File: src/rtl/user_event_queue.sv
// Button front end for the game FSM: 2-FF sync, debounce, auto-repeat,
// priority arbitration and a show-ahead event FIFO.
package user_event_pkg;
  typedef enum logic [2:0] {
    EV_NONE     = 3'd0,
    EV_LEFT     = 3'd1,
    EV_RIGHT    = 3'd2,
    EV_DOWN     = 3'd3,
    EV_ROTATE   = 3'd4,
    EV_NEW_GAME = 3'd5
  } user_event_t;
endpackage

module user_event_queue
  import user_event_pkg::*;
#(
  parameter int DEBOUNCE_CYCLES = 50000,
  parameter int REPEAT_DELAY    = 12500000,
  parameter int REPEAT_PERIOD   = 5000000,
  parameter int FIFO_DEPTH      = 4
) (
  input  logic        clk_i,
  input  logic        rst_i,
  input  logic        btn_left_i,
  input  logic        btn_right_i,
  input  logic        btn_down_i,
  input  logic        btn_rotate_i,
  input  logic        btn_new_game_i,
  output user_event_t user_event_o,
  output logic        user_event_ready_o,
  input  logic        user_event_rd_req_i,
  output logic        drop_o
);

  // Handshake: user_event_o is valid while user_event_ready_o=1; a cycle with
  // user_event_rd_req_i=1 and user_event_ready_o=1 pops the head on the next edge.

  localparam int NB      = 5;
  localparam int DB_W    = $clog2(DEBOUNCE_CYCLES + 1);
  localparam int RPT_MAX = (REPEAT_DELAY > REPEAT_PERIOD) ? REPEAT_DELAY : REPEAT_PERIOD;
  localparam int RPT_W   = $clog2(RPT_MAX + 1);
  localparam int PTR_W   = $clog2(FIFO_DEPTH);
  localparam int CNT_W   = PTR_W + 1;

  typedef enum logic [1:0] {
    RPT_IDLE   = 2'd0,
    RPT_DELAY  = 2'd1,
    RPT_REPEAT = 2'd2
  } rpt_state_t;

  // Bit order: 0 LEFT, 1 RIGHT, 2 DOWN, 3 ROTATE, 4 NEW_GAME.
  logic [NB-1:0]   w_raw;
  logic [NB-1:0]   r_sync1;
  logic [NB-1:0]   r_sync2;
  logic [NB-1:0]   r_stable;
  logic [NB-1:0]   r_stable_d;
  logic [DB_W-1:0] r_db_cnt [NB];
  logic [NB-1:0]   w_press;
  logic [2:0]      w_rpt_req;
  logic [NB-1:0]   w_req;
  logic [NB-1:0]   r_pending;
  logic [NB-1:0]   w_sel;
  user_event_t     w_sel_ev;
  logic            w_wr;

  assign w_raw = {btn_new_game_i, btn_rotate_i, btn_down_i, btn_right_i, btn_left_i};

  always_ff @(posedge clk_i) begin
    if (rst_i) begin
      r_sync1    <= '0;
      r_sync2    <= '0;
      r_stable   <= '0;
      r_stable_d <= '0;
      for (int i = 0; i < NB; i++) r_db_cnt[i] <= '0;
    end else begin
      r_sync1    <= w_raw;
      r_sync2    <= r_sync1;
      r_stable_d <= r_stable;
      for (int i = 0; i < NB; i++) begin
        if (r_sync2[i] != r_stable[i]) begin
          if (r_db_cnt[i] == DB_W'(DEBOUNCE_CYCLES - 1)) begin
            r_stable[i] <= ~r_stable[i];
            r_db_cnt[i] <= '0;
          end else begin
            r_db_cnt[i] <= r_db_cnt[i] + DB_W'(1);
          end
        end else begin
          r_db_cnt[i] <= '0;
        end
      end
    end
  end

  assign w_press = r_stable & ~r_stable_d;

  for (genvar g = 0; g < 3; g++) begin : g_rpt
    rpt_state_t       r_state;
    rpt_state_t       w_next;
    logic [RPT_W-1:0] r_cnt;
    logic             w_expire;

    always_ff @(posedge clk_i) begin
      if (rst_i) begin
        r_state <= RPT_IDLE;
        r_cnt   <= '0;
      end else begin
        r_state <= w_next;
        if (r_state == RPT_IDLE) begin
          r_cnt <= w_press[g] ? RPT_W'(REPEAT_DELAY) : '0;
        end else if (w_expire) begin
          r_cnt <= RPT_W'(REPEAT_PERIOD);
        end else if (r_cnt != '0) begin
          r_cnt <= r_cnt - RPT_W'(1);
        end
      end
    end

    always_comb begin
      w_next = r_state;
      case (r_state)
        RPT_IDLE:   if (w_press[g]) w_next = RPT_DELAY;
        RPT_DELAY:  begin
          if (!r_stable[g])  w_next = RPT_IDLE;
          else if (w_expire) w_next = RPT_REPEAT;
        end
        RPT_REPEAT: if (!r_stable[g]) w_next = RPT_IDLE;
        default:    w_next = RPT_IDLE;
      endcase
    end

    // Gating on the stable level keeps an expiry on the release cycle silent.
    always_comb begin
      w_expire = (r_state != RPT_IDLE) && r_stable[g] && (r_cnt == RPT_W'(1));
    end

    assign w_rpt_req[g] = w_expire;
  end

  assign w_req = w_press | {2'b00, w_rpt_req};

  always_comb begin
    w_sel    = '0;
    w_sel_ev = EV_NONE;
    if (r_pending[4]) begin
      w_sel = 5'b10000; w_sel_ev = EV_NEW_GAME;
    end else if (r_pending[3]) begin
      w_sel = 5'b01000; w_sel_ev = EV_ROTATE;
    end else if (r_pending[2]) begin
      w_sel = 5'b00100; w_sel_ev = EV_DOWN;
    end else if (r_pending[0]) begin
      w_sel = 5'b00001; w_sel_ev = EV_LEFT;
    end else if (r_pending[1]) begin
      w_sel = 5'b00010; w_sel_ev = EV_RIGHT;
    end
  end

  assign w_wr = |r_pending;

  always_ff @(posedge clk_i) begin
    if (rst_i) r_pending <= '0;
    else       r_pending <= (r_pending & ~w_sel) | w_req;
  end

  user_event_t      r_mem [FIFO_DEPTH];
  logic [PTR_W-1:0] r_wr_ptr;
  logic [PTR_W-1:0] r_rd_ptr;
  logic [CNT_W-1:0] r_count;
  logic             r_drop;
  logic             w_empty;
  logic             w_full;
  logic             w_pop;
  logic             w_push;
  logic             w_drop;

  assign w_empty = (r_count == '0);
  assign w_full  = (r_count == CNT_W'(FIFO_DEPTH));
  assign w_pop   = user_event_rd_req_i & ~w_empty;
  // A pop in the same cycle frees the slot, so a full FIFO can still accept.
  assign w_push  = w_wr & (~w_full | w_pop);
  assign w_drop  = w_wr & w_full & ~w_pop;

  always_ff @(posedge clk_i) begin
    if (w_push) r_mem[r_wr_ptr] <= w_sel_ev;
  end

  always_ff @(posedge clk_i) begin
    if (rst_i) begin
      r_wr_ptr <= '0;
      r_rd_ptr <= '0;
      r_count  <= '0;
      r_drop   <= 1'b0;
    end else begin
      r_drop <= w_drop;
      if (w_push) r_wr_ptr <= r_wr_ptr + PTR_W'(1);
      if (w_pop)  r_rd_ptr <= r_rd_ptr + PTR_W'(1);
      case ({w_push, w_pop})
        2'b10:   r_count <= r_count + CNT_W'(1);
        2'b01:   r_count <= r_count - CNT_W'(1);
        default: r_count <= r_count;
      endcase
    end
  end

  assign user_event_ready_o = ~w_empty;
  assign user_event_o       = w_empty ? EV_NONE : r_mem[r_rd_ptr];
  assign drop_o             = r_drop;

endmodule

File: config.mk
export PLATFORM = sky130hd
export DESIGN_NAME = user_event_queue
export DESIGN_NICKNAME = d
export VERILOG_FILES = /design/src/rtl/user_event_queue.sv
export SDC_FILE = /design/constraint.sdc
export NUM_CORES = 1
export LEC_CHECK = 0
export CORE_MARGIN = 10
export CORE_UTILIZATION = 45
export CTS_BUF_LIST = sky130_fd_sc_hd__clkbuf_8 sky130_fd_sc_hd__clkbuf_16
export CTS_CLUSTER_SIZE = 28
export DETAILED_ROUTE_END_ITERATION = 8
export HOLD_SLACK_MARGIN = 0.08
export PLACE_DENSITY_LB_ADDON = 0.2
export SYNTH_ARGS = -nofsm -noshare
export SYNTH_HDL_FRONTEND = slang
export SYNTH_SLANG_ARGS = --single-unit
export TNS_END_PERCENT = 1
File: constraint.sdc
create_clock -name clk_i -period 3.8 [get_ports clk_i]
set_clock_uncertainty 0.05 [all_clocks]
set_input_delay 0.76 -clock clk_i [delete_from_list [all_inputs] [get_ports clk_i]]
set_output_delay 0.76 -clock clk_i [all_outputs]
set_load 0.02 [all_outputs]
# After elaboration in Yosys (flattened, before gate mapping)
# Memories as Yosys holds them, arrays and structs flattened. A register that Yosys moved wholly into a read port is not among the register bits.
# Index checks and enable logic that the tools add are counted.
op_classes:
  bitwise: 34
  muxes: 115
  n_reduce_logical: 29
  eq_ne: 31
  n_addsub: 12
op_table:
  columns: ["operator", "count"]
  rows:
  - ["$mux W24", 12]
  - ["$mux W16", 15]
  - ["$add A16 B1 Y16 const B", 5]
  - ["$eq A16 B16 Y1 const B", 5]
  - ["$eq A24 B1 Y1 const B", 3]
  - ["$reduce_bool A24 Y1", 3]
  - ["$sub A24 B1 Y24 const B", 3]
  - ["$mux W1", 59]
  - ["$mux W2", 19]
  - ["$pmux W2 S3", 3]
  - ["$or A1 B1 Y1", 16]
  - ["$mux W3", 4]
  - ["$ne A2 B2 Y1 const B", 6]
  - ["$and A5 B5 Y5", 2]
  - ["$not A5 Y5", 2]
  - ["$reduce_and A2 Y1", 5]
  - ["$ne A3 B3 Y1 const B", 3]
  - ["$reduce_and A3 Y1", 3]
  - ["$reduce_bool A3 Y1", 3]
  - ["$eq A2 B1 Y1 const B", 4]
  - ["$eq A2 B2 Y1 const B", 4]
  - ["$not A1 Y1", 8]
  - ["$reduce_bool A2 Y1", 4]
  - ["$logic_and A1 B1 Y1", 6]
  - ["14 further kinds", 24]
word_totals:
  elab_cells: 242
  ram_bits: 92
  output_inout_bits: 5
  input_bits: 8
  n_memories: 2
  ff_bits: 111
memory_table:
  columns: ["memory", "words", "width", "rd", "rd_clocked_by_memory_dff", "write_ports", "line_no", "rtl"]
  rows:
  - ["r_db_cnt", 5, 16, 5, 0, 5, "57", "logic [DB_W-1:0] r_db_cnt [NB];"]
  - ["r_mem", 4, 3, 1, 1, 1, "164", "user_event_t r_mem [FIFO_DEPTH];"]

# Depth between registers and ports, before layout
# An unclocked memory read counts as a cell.
depth:
  ltp_word: 9
  depth_mapped: 9
  mapped_depth_nobuf: 8

# Worst setup path before layout
# Ideal clock, no wire load.
synth_path:
  path_type: "flip-flop to flip-flop"
  from: "register g_rpt[1].r_cnt[8]"
  to: "register r_pending[1]"
  path_buffers: 1
  period_less_slack_ns: 2.352
  t_required_ns: 3.680
  path_slack_ns: 1.448
  stages_incl_launch_ff: 7
  setup_time_ns: 0.070
  arrival_time_ns: 2.232
  path_cell_list: "dfxtp_1 -> or4_4 -> or4b_1 -> buf_2 -> or2_1 -> or3_1 -> a21oi_1"
synth_via:
  elab_chain_cells: 4
synth_lines:
  columns: ["item", "line_no", "rtl"]
  rows:
  - ["start, declared", "99", "logic [RPT_W-1:0] r_cnt;"]
  - ["start signal, assigned", "109", "r_cnt <= w_press[g] ? RPT_W'(REPEAT_DELAY) : '0;"]
  - ["start signal, assigned", "111", "r_cnt <= RPT_W'(REPEAT_PERIOD);"]
  - ["start signal, assigned", "113", "r_cnt <= r_cnt - RPT_W'(1);"]
  - ["$eq A24 B1 Y1", "133", "w_expire = (r_state != RPT_IDLE) && r_stable[g] && (r_cnt == RPT_W'(1));"]
  - ["$logic_and A1 B1 Y1", "133", null]
  - ["$or A5 B3 Y5", "139", "assign w_req = w_press | {2'b00, w_rpt_req};"]
  - ["$or A5 B5 Y5", "161", "else r_pending <= (r_pending & ~w_sel) | w_req;"]
  - ["end signal, assigned", "161", null]
  - ["end, declared", "61", "logic [NB-1:0] r_pending;"]
# Every way passes these cells.
# A chain may end at the register's enable or synchronous reset.

==> results.py <==
metrics = {
    "power_and_ir_drop": {
        "switchingPower_w": 0.00110,
        "vdd_drop_max_v": 0.000264,
        "switching_share_pct": 21.9,
        "pwr-share-comb_pct": 6.5,
        "power.clock.fraction_pct": 45.1,
        "p_int_w": 0.00392,
        "powerDensity_mw_per_mm2": 437,
        "pwr-share-seq_pct": 48.4,
        "leakage_nw": 4.50,
    },
    "logic_synthesis": {
        "netlist_top_cells_count": "nor2_1 (154), dfxtp_1 (113), edfxtp_1 (92), xor2_1 (65)",
        "syn_area_mm2": 0.0100,
        "synth_async_sr_flop_share_pct": 0,
        "synth.most_common_cell": "nor2_1",
        "yosysTopAreaCellShare_pct": 27.6,
        "yosysWarningCount": 0,
        "synthCells": 1027,
        "yosysUniqueCellTypes": 58,
        "synth_top_area_cell": "edfxtp_1",
        "synth-edff-count": 92,
        "synth.avg_cell_area_um2": 9.76,
        "synth_seq_cells": 205,
        "synth-main-ff-cell": "dfxtp_1",
        "seq_area_frac_synth_pct": 50.1,
        "synthTopCellsByArea": "edfxtp_1 (28%), dfxtp_1 (23%), nor2_1 (5.8%)",
    },
    "die": {
        "num_rows": 54,
        "fp.dieArea_mm2": 0.0286,
        "fp.dieH_um": 169,
        "design.core.area_mm2": 0.0219,
        "die_w_um": 169,
        "start_util_pct": 45.8,
        "io_pins": 13,
    },
    "setup_path": {
        "crit_arrival_ps": 2190,
        "slowest_stage": "mux4_2",
        "criticalPathCategory": "flop to output port",
        "end_kind": "output port",
        "path_cells": "mux4_2 > and2_1 > clkdlybuf4s50_1",
        "path_buf_inv": 1,
        "cp.required_ps": 2990,
        "path_max_fanout": 3,
        "cp_top_family": "multiplexers",
        "startpoint_type": "flop",
        "slowest_delay_ps": 570,
    },
    "detailed_routing": {
        "ant_nets": 0,
        "drt-total-wl_um": 18900,
        "drc_errors": 0,
        "wl_per_cell_um": 13.4,
        "drt_iter0_drc": 515,
        "first_pass_iters": 5,
        "num_vias": 7253,
        "viasPerCell": 5.13,
    },
    "cells_and_area": {
        "drive_gt1_share_pct": 6.35,
        "area_delta_synth_final_pct": 14.7,
        "diodes": 0,
        "num-nets-final": 1143,
    },
    "cts": {
        "clkLatencyLatePin_ps": 510,
        "clk_path_buf_depth": 3,
        "postCtsSetupRepairBufs": 0,
        "cts_tree": "done",
        "clk_pin_slew_ps": 60,
        "clockRootBuffer": "clkbuf_16",
        "ctsHoldBuffers": 0,
        "clkSinkCount": 205,
        "numCtsBuffers": 24,
        "h-tree-depth": 1,
        "cts_resized": 0,
    },
    "global_routing": {
        "antenna_found_initial": 1,
        "grt-ovfl-total": 0,
        "grt_use_total_pct": 13.2,
        "grt_pass1_vias": 6982,
        "grt_pass1_wl_um": 32800,
        "grt_max_degree": 40,
    },
    "sta": {
        "rsz0062_at_grt": "false",
        "hold_slack_ps": 346,
        "fin_tns_setup_ps": 0,
        "tightest_slew_ps": 800,
        "final_max_slew_viol_count": 0,
        "fin_crit_ps": 3000,
        "slew_headroom_pct": 46.4,
        "post-route-period-util_pct": 79.1,
        "finalHoldViolCount": 0,
        "setup_violations": 0,
        "fmax_ghz": 0.333,
    },
    "run": {
        "maxCapViolCount": 0,
    },
    "placement": {
        "dp_hpwl_um": 13400,
        "port_buffers": 12,
        "gp_congestion": 0.831,
    },
    "min_path": {
        "hp-class": "flop to flop",
    },
    "run_status": {
        "status": "finished, final reports clean",
    },
}
==> path summary, 6_finish.rpt <==
check                           slack (ps)                from                  to  cells past startpoint
worst max-delay path                   800                flop     user_event_o[1]                      3
worst min-delay path                   350       r_stable_d[4]        r_pending[4]                      1
worst max register to register        1090  g_rpt[2].r_cnt[16]  g_rpt[2].r_cnt[15]                      5
worst min register to register         350       r_stable_d[4]        r_pending[4]                      1
==> power groups by stage <==
stage	registers (W)	logic [W]	clock network (W)
after floorplan	0.00246	0.000220	0
after global placement	0.00248	0.000319	0
after detailed placement	0.00248	0.000326	0
after CTS	0.00243	0.000328	0.00234
after global routing	0.00244	0.000366	0.00242
final	0.00243	0.000325	0.00227
==> stage by stage <==
step           setup slack, ps  cells  cell area, µm²  power [W]  util, %
4_1_cts                    767   1413           11500    0.00510     52.5
3_5_place_dp               934   1370           10700    0.00281     48.8
2_1_floorplan             1450   1106           10300    0.00268        -
3_3_place_gp               985   1370           10700    0.00280     48.8
5_1_grt                    724   1413           11500    0.00523     52.5
6_report                   796   1413           11500    0.00502     52.5
==> kinds of logic after synthesis <==
family          Yosys count  share of synthesized area, %
compound gates          123                          7.47
xor+xnor                125                          10.9
fa+ha+maj                19                          2.45
buf+inv                  53                          2.00
flops                   205                          50.1
mux                       9                          1.27
other cells               1                        0.0374
simple gates            492                          25.7
==> cell type report <==
type                            instances  area [µm²]
Clock buffer                           33         736
Sequential cell                       205        5020
Fill cell                            2011       10400
Tap cell                              280         350
Inverter                               23        86.3
Multi-Input combinational cell        848        5090
Clock inverter                         10        70.1
Timing Repair Buffer                   14         130
==> layer usage <==
layer | track usage [%] | share of wire (%) | wire length [µm] | up-vias
met1 | 18.0 | 50 | 9380 | 3362
met3 | 2.52 | 3.3 | 621 | 36
met5 | 0 | 0.11 | 20 | -
li1 | - | - | - | 3774
met2 | 21.1 | 45 | 8500 | 79
met4 | 3.38 | 2.0 | 386 | 2
==> registers in the layout (all words and copies together), names as in the netlist, named ones only <==
signal         flops
r_db_cnt          80
g_rpt.r_state      6
r_count            3
r_stable           5
r_stable_d         5
r_wr_ptr           2
g_rpt.r_cnt       72
r_sync1            5
r_sync2            5
drop_o             1
r_mem             12
r_rd_ptr           2
r_pending          5
==> placed cells by master, fill, tap and decap left out, types with 4 or more instances in the layout <==
cell and count:
nor4b_1 6, a211oi_1 16, clkdlybuf4s50_1 11, conb_1 80, o31ai_1 10, nand2_1 60, xnor2_1 60, o21ai_0 24
and3_1 18, ha_1 18, or2_2 15, a31oi_1 8, inv_1 27, and4_1 14, a21oi_1 44, and2_1 9
clkinv_2 5, nor4_1 19, nand3_1 37, dfxtp_1 113, clkbuf_16 25, nor2b_1 21, edfxtp_1 92, clkbuf_8 8
nand2b_1 13, nor3_1 39, mux2i_1 6, xor2_1 65, or4_1 15, nor2_1 154, nand4_1 25, or3b_2 4
or3_1 26
Note: power is estimated with default switching activity, not from simulation.
